**config.mk**
```make
export PLATFORM = sky130hd
export DESIGN_NAME = wb_write_queue
export DESIGN_NICKNAME = d
export VERILOG_FILES = /design/src/rtl/wb_write_queue.sv
export SDC_FILE = /design/constraint.sdc
export NUM_CORES = 1
export LEC_CHECK = 0
export BUFFER_PORTS_ARGS = -buffer_cell sky130_fd_sc_hd__buf_2
export CAP_MARGIN = 25
export CORE_AREA = 10 10 152 154
export CTS_CLUSTER_SIZE = 40
export DETAILED_ROUTE_END_ITERATION = 10
export DIE_AREA = 0 0 162 164
export PLACE_DENSITY = 0.79
export SLEW_MARGIN = 20
export SYNTH_ARGS = -nofsm -noshare
export SYNTH_HDL_FRONTEND = slang
export SYNTH_SLANG_ARGS = --single-unit
export TNS_END_PERCENT = 30
```
**constraint.sdc**
```tcl
create_clock -name clk -period 8.3 [get_ports clk]
set_input_delay 1.245 -clock clk [delete_from_list [all_inputs] [get_ports clk]]
set_output_delay 1.245 -clock clk [all_outputs]
set_load 0.005 [all_outputs]
```
**src/rtl/wb_write_queue.sv**
```systemverilog
// wb_write_queue: FIFO of pending register writebacks with a registered
// register-file write port and a youngest-wins operand bypass lookup.
//
// Ports:
//   clk, rst            - clock, asynchronous active-high reset
//   in_valid/in_ready   - producer handshake; in_addr/in_data carry the result
//   wr_hold             - stalls draining into the register file
//   wr_en/wr_addr/wr_data - registered register-file write port
//   fwd_addr -> fwd_hit/fwd_data - bypass lookup over pending writes
//   count               - number of queued entries
//
// Option: define WBQ_COALESCE_EN to merge a write into the youngest queued
// entry that targets the same register instead of allocating a new slot.
module wb_write_queue #(
    parameter int DEPTH  = 4,
    parameter int DATA_W = 32,
    parameter int ADDR_W = 5
) (
    input  logic                      clk,
    input  logic                      rst,
    input  logic                      in_valid,
    output logic                      in_ready,
    input  logic [ADDR_W-1:0]         in_addr,
    input  logic [DATA_W-1:0]         in_data,
    input  logic                      wr_hold,
    output logic                      wr_en,
    output logic [ADDR_W-1:0]         wr_addr,
    output logic [DATA_W-1:0]         wr_data,
    input  logic [ADDR_W-1:0]         fwd_addr,
    output logic                      fwd_hit,
    output logic [DATA_W-1:0]         fwd_data,
    output logic [$clog2(DEPTH):0]    count
);

    localparam int PW = $clog2(DEPTH);
    localparam int CW = PW + 1;
    localparam logic [CW-1:0] FULL = CW'(DEPTH);

    logic [ADDR_W-1:0] addr_q [DEPTH];
    logic [DATA_W-1:0] data_q [DEPTH];

    logic [PW-1:0] rd_ptr;
    logic [PW-1:0] wr_ptr;

    logic          full;
    logic          pop;
    logic          accept;
    logic          alloc;
    logic [PW-1:0] widx;
    logic [PW-1:0] f_idx;

    assign full   = (count == FULL);
    assign pop    = (count != '0) && !wr_hold;
    assign accept = in_valid && in_ready && (in_addr != '0);

`ifdef WBQ_COALESCE_EN
    logic          tail_hit;
    logic [PW-1:0] tail_idx;
    logic [PW-1:0] c_idx;
    logic          head_hit;
    logic          coal_hit;

    // Youngest match among non-head entries. The head is handled apart
    // because it may be leaving the queue on this very edge.
    always_comb begin
        tail_hit = 1'b0;
        tail_idx = rd_ptr;
        c_idx    = rd_ptr;
        for (int i = 1; i < DEPTH; i++) begin
            c_idx = rd_ptr + PW'(i);
            if (CW'(i) < count && addr_q[c_idx] == in_addr) begin
                tail_hit = 1'b1;
                tail_idx = c_idx;
            end
        end
    end

    assign head_hit = (count != '0) && (addr_q[rd_ptr] == in_addr);
    assign coal_hit = tail_hit || (head_hit && !pop);

    // A non-head match can always be merged, even when full; this keeps
    // in_ready independent of whether the head pops this cycle.
    assign in_ready = !full || tail_hit;
    assign alloc    = accept && !coal_hit;
    assign widx     = !coal_hit ? wr_ptr :
                      tail_hit  ? tail_idx : rd_ptr;
`else
    assign in_ready = !full;
    assign alloc    = accept;
    assign widx     = wr_ptr;
`endif

    // Scan oldest to youngest so the last match written wins.
    always_comb begin
        fwd_hit  = 1'b0;
        fwd_data = '0;
        f_idx    = rd_ptr;
        if (fwd_addr != '0) begin
            if (wr_en && wr_addr == fwd_addr) begin
                fwd_hit  = 1'b1;
                fwd_data = wr_data;
            end
            for (int i = 0; i < DEPTH; i++) begin
                f_idx = rd_ptr + PW'(i);
                if (CW'(i) < count && addr_q[f_idx] == fwd_addr) begin
                    fwd_hit  = 1'b1;
                    fwd_data = data_q[f_idx];
                end
            end
        end
    end

    always_ff @(posedge clk or posedge rst) begin
        if (rst) begin
            rd_ptr  <= '0;
            wr_ptr  <= '0;
            count   <= '0;
            wr_en   <= 1'b0;
            wr_addr <= '0;
            wr_data <= '0;
        end else begin
            if (pop) begin
                rd_ptr <= rd_ptr + PW'(1);
            end
            if (alloc) begin
                wr_ptr <= wr_ptr + PW'(1);
            end
            count <= count + CW'(alloc) - CW'(pop);
            wr_en <= pop;
            if (pop) begin
                wr_addr <= addr_q[rd_ptr];
                wr_data <= data_q[rd_ptr];
            end
        end
    end

    // Storage needs no reset: occupancy is tracked by count/rd_ptr.
    always_ff @(posedge clk) begin
        if (accept) begin
            addr_q[widx] <= in_addr;
            data_q[widx] <= in_data;
        end
    end

endmodule

```
* Word-level counts from Yosys, hierarchy flattened
Memories as Yosys holds them, arrays and structs flattened.
Index checks and enable logic that the tools add are counted.
** Cells by class
- Shifts and indexed selects :: 0
- Multipliers :: 0
- Reduce and logical (&&, ||, !) cells :: 13
- Div/mod/pow operators :: 0
- Add/sub/neg operators :: 6
- Magnitude comparators :: 4
- Equality and inequality tests :: 6
- Bitwise gates (word level) :: 0
- Muxes and demuxes :: 14
** Operators with widths (number)
- $mux W32 :: 6
- $eq A5 B5 Y1 :: 5
- $reduce_bool A5 Y1 :: 2
- $logic_and A1 B1 Y1 :: 8
- $mux W1 :: 8
- $lt A1 B3 Y1 const A :: 2
- $lt A2 B3 Y1 const A :: 2
- $add A2 B1 Y2 const B :: 2
- $add A2 B2 Y2 const B :: 2
- $add A3 B1 Y3 :: 1
- $eq A3 B3 Y1 const B :: 1
- $reduce_bool A3 Y1 :: 1
- $sub A3 B1 Y3 :: 1
- $logic_not A1 Y1 :: 2
** Word-level totals
- Memory bits (read-only) :: 0
- Latch bits :: 0
- RAM bits :: 148
- Logic and storage cells :: 51
- Register bits :: 45
- Memories kept :: 2
- Bits of input ports :: 46
** Memories
- data_q :: words 4, width 32, read ports 4, clocked after Yosys merged registers in 0, wr ports 1, RTL line 40 : logic [DATA_W-1:0] data_q [DEPTH];
- addr_q :: words 4, width 5, read ports 4, clocked after Yosys merged registers in 0, wr ports 1, RTL line 39 : logic [ADDR_W-1:0] addr_q [DEPTH];

* Longest topological paths before layout
- Depth in word-level cells :: 8
- Gate-level depth with buffers :: 11

* Worst setup path before layout
Ideal clock, no wire load.
- Kind :: input to output
- Start point :: in fwd_addr[4]
- End point :: out fwd_hit
- Stages on the path :: 6
- Slack :: 3830 ps
- Data arrival time :: 3225 ps
- Data required time :: 7055 ps
- Cell sequence :: clkbuf_1 -> mux4_2 -> a32o_1 -> o21a_1 -> buf_2 -> o41a_1
** On the way
- Word-level cells in the longest chain between the ends :: 8
- Elaborated cells between the ends (all ways) :: 17
** RTL lines
- from (decl) :: RTL line 29 : input logic [ADDR_W-1:0] fwd_addr,
- $eq A5 B5 Y1 :: RTL line 99 : if (wr_en && wr_addr == fwd_addr) begin
- $logic_and A1 B1 Y1 :: RTL line 99
- $mux W1 :: RTL line 99
- $mux W1 (4 in series) :: RTL line 105 : if (CW'(i) < count && addr_q[f_idx] == fwd_addr) begin
- $mux W1 * :: RTL line 98 : if (fwd_addr != '0) begin
- to (decl) :: RTL line 30 : output logic fwd_hit,
Every way passes the cells marked *; elsewhere a longest branch is shown, timed or not.

* Worst setup path after layout
- Start point :: reg rd_ptr[0]
- End point :: out fwd_data[14]
** On the way
- Word-level cells in the longest chain between the ends :: 8
- Elaborated cells between the ends (all ways) :: 18
** RTL lines
- from (decl) :: RTL line 42 : logic [PW-1:0] rd_ptr;
- from (signal assigned) :: RTL line 123 : rd_ptr <= rd_ptr + PW'(1);
- $add A2 B1 Y2 or $mem_v2 Z4 W5 (tied branches)
- $mem_v2 Z4 W5 or $eq A5 B5 Y1 (tied branches)
- $eq A5 B5 Y1 or $logic_and A1 B1 Y1 (tied branches) :: RTL line 105
- $logic_and A1 B1 Y1 or $mux W32 (tied branches) :: RTL line 105
- $mux W32 (2 in series) :: RTL line 105
- $mux W32 * :: RTL line 105
- $mux W32 * :: RTL line 98
- to (decl) :: RTL line 31 : output logic [DATA_W-1:0] fwd_data,
Marked as above.

==> results_dict.tcl <==
set metrics [dict create \
    synth_most_common_cell "edfxtp_1" \
    clock_skew_ps 8.34 \
    cap_viol_max_count 0 \
    p_comb_share_pct 50.6 \
    yosysWarnings 0 \
    syn_nets 921 \
    floorplan.initialDensity_pct 60.5 \
    switching_share_pct 38.8 \
    io_pins 121 \
    synthFlopType "edfxtp_1" \
    row_count 52 \
    crit_chain "buf_4, mux2i_1, xor2_1, a32o_1, buf_4, o21a_1, buf_4, o311ai_1, a21oi_1, buf_2" \
    synthArstFlopShare_pct 23.3 \
    cts_buffers 17 \
    setup_tns_ps 0 \
    die-height_um 164 \
    yosys.area.top_type "edfxtp_1" \
    syn_area_per_cell_um2 14.0 \
    finalSetupViolations 0 \
    cp.arrival_ps 4700 \
    end_kind "output pin" \
    period_share_pct 71.6 \
    vias_per_cell 7.04 \
    cts_repair_resize_count 0 \
    timing.critical_path.buf_inv 4 \
    dieArea_um2 26600 \
    first_pass_iters 5 \
    gr-usage-met3_pct 6.38 \
    power.switching_mw 1.89 \
    crit_family "buffers and inverters" \
    grtUsageTotal_pct 23.5 \
    cts_setup_buffers 0 \
    grt.met2_usage_pct 37.9 \
    cp_max_fo 43 \
    seq_power_share_pct 33.0 \
    p_int_mw 2.98 \
    drc 0 \
    io_buffers 120 \
    core_area_um2 20000 \
    cts_tree "built" \
    tightest_slew_ps 955 \
    clk-insertion-delay-late_ps 440 \
    wl_per_cell_um 25.6 \
    area_delta_synth_final_pct 10.9 \
    stdcell_area_um2 13400 \
    crit_top_cell "buf_4" \
    hold_buffers 0 \
    drtAntennaViolNets 0 \
    hpwl_mm 19.1 \
    fin_crit_ps 5950 \
    cts-root-buf "clkbuf_16" \
    synthTopCellsByArea "edfxtp_1 (37%), mux4_2 (26%), dfrtp_1 (9.3%), a21oi_1 (4.0%), mux2_2 (3.5%)" \
    power.leakage_nw 4.90 \
    critPathKind "reg -> out" \
    maxSlewViolCount 0 \
    antenna_found_initial 4 \
    synth_top_area_share_pct 36.7 \
    synth-seq-area-share_pct 46.0 \
    grt_util_met1_pct 30.2 \
    power_mw 4.87 \
    die_x_um 162 \
    hold_viol_final 0 \
    critical_path_required_ps 7050 \
    wl_mm 31.3 \
    p_per_area_nw_per_um2 362 \
    dr_total_vias 8612 \
    hold_class "reg -> reg" \
    yosysUniqueCellTypes 42 \
    synth_common_cells "edfxtp_1 (148), mux4_2 (138), a21oi_1 (97), dfrtp_1 (45), inv_1 (43)" \
    grt_pass1_vias 8711 \
    final_nets 990 \
    synth-edff-count 148 \
    netlist_instances 866 \
    grt_pass1_wl_mm 49.0 \
    dpl_cell_area_um2 12800 \
    grt_max_degree 65 \
    ys_seq_elements 193 \
    clock-sinks 193 \
    fmax_mhz 168 \
    clock_path_buffers 2 \
    grt_overflow 0 \
    ir_worst_vdd_uv 233 \
    slowest_stage "dfrtp_4" \
    grt-busiest-layer "met2" \
    drt_iter0_drc 959 \
    max_stage_delay_ps 850 \
    relSlewSlack_pct 36.3 \
    clk_pin_slew_ps 70 \
    rsz0062_at_grt "no" \
    reg2reg_slack_ps 4930 \
    worstSetupStartpointType "register" \
    p_clk_share_pct 16.4 \
    status "completed" \
    htreeDepth 4 \
    netlist_area_um2 12100 \
    drive_gt1_share_pct 38.3 \
    place.gp.congestion 0.822 \
]
[area by class of cell]
| class | instances | area, um^2 |
|---|---|---|
| diodes | 5 | 12.5 |
| well taps | 270 | 338 |
| clock inverters | 15 | 131 |
| flip-flops and latches | 193 | 5580 |
| fillers | 1409 | 6600 |
| repair buffers | 141 | 843 |
| inverters | 43 | 161 |
| multi-input cells | 539 | 5950 |
| clock buffers | 17 | 425 |
[flip-flops by register name, summed over array words and instances (netlist names)]
name,count
addr_q,20
count,3
data_q,128
rd_ptr,2
widx,2
wr_addr,5
wr_data,32
wr_en,1
[power by group through the flow]
stage | logic (mW) | registers [mW] | clock network (mW)
2_1_floorplan | 1.92 | 1.48 | 0
4_1_cts | 2.44 | 1.61 | 0.799
6_report | 2.46 | 1.61 | 0.796
5_1_grt | 2.66 | 1.65 | 0.840
3_5_place_dp | 2.42 | 1.62 | 0
3_3_place_gp | 2.32 | 1.61 | 0
[layout by cell type (no fill, tap or decap), types with 2 or more instances in the layout]
cell / synthesis / routed
edfxtp_1: 148 / 148
mux4_2: 138 / 138
buf_2: 31 / 120
a21oi_1: 97 / 97
dfrtp_1: 45 / 43
inv_1: 43 / 42
mux2_2: 38 / 38
o21ai_0: 36 / 36
nand3_1: 32 / 32
and3_1: 32 / 32
o211ai_1: 32 / 32
o311ai_1: 32 / 32
xnor2_1: 17 / 17
clkbuf_16: 0 / 17
buf_4: 13 / 16
mux2i_1: 15 / 15
nand2_1: 12 / 12
xor2_1: 9 / 9
ha_1: 8 / 8
inv_6: 0 / 7
nor2_1: 6 / 6
diode_2: 0 / 5
nor3_1: 4 / 4
and2_2: 0 / 4
and2_1: 9 / 4
nor2b_1: 4 / 4
clkinv_2: 0 / 4
buf_16: 0 / 3
nand4_1: 2 / 2
buf_12: 0 / 2
dfrtp_4: 0 / 2
[through the flow]
stage / std cells / util (%) / setup WS (ps) / hold WS, ps
final: 1223 / 67.1 / 2350 / 529
after global placement: 1181 / 63.6 / 2950 / 511
after CTS: 1217 / 66.9 / 2330 / 537
after global routing: 1220 / 67.0 / 1960 / 559
after floorplan: 866 / - / 3830 / 523
after detailed placement: 1185 / 64.1 / 2820 / 521
[logic make-up (layout without fill, tap and decap cells)]
logic type	count (synthesis)	after routing	synth area share [%]
adder cells (fa/ha/maj)	9	9	0.991
AND/OR/NAND/NOR	106	106	5.00
flip-flops	193	193	46.0
buffers and inverters	134	216	5.24
XOR/XNOR	26	26	1.88
multiplexers	191	191	30.4
AO/OA/AOI/OAI	207	207	10.5
other	0	5	0
[path summary, 6_finish.rpt]
check	from	to	depth (start not counted)
worst min register to register	wr_data[26]	wr_data[26]	1
min in group asynchronous	rst	wr_data[24]	3
worst max register to register	rd_ptr[1]	wr_data[6]	4
max in group asynchronous	rst	rd_ptr[1]	3
worst max-delay path	rd_ptr[0]	fwd_data[14]	10
worst min-delay path	wr_data[26]	wr_data[26]	1
[worst register-to-register path: stages (launching register included)]
cell and delay, ps:
dfrtp_4 760, buf_4 850, buf_4 730, mux4_2 630
mux2_2 280
[per-layer routing]
layer	up-vias	share of wire (%)
met5	-	0.086
met4	4	2.3
met3	66	10
met2	477	50
met1	4395	37
li1	3670	-
(Power assumes the default switching activity.)
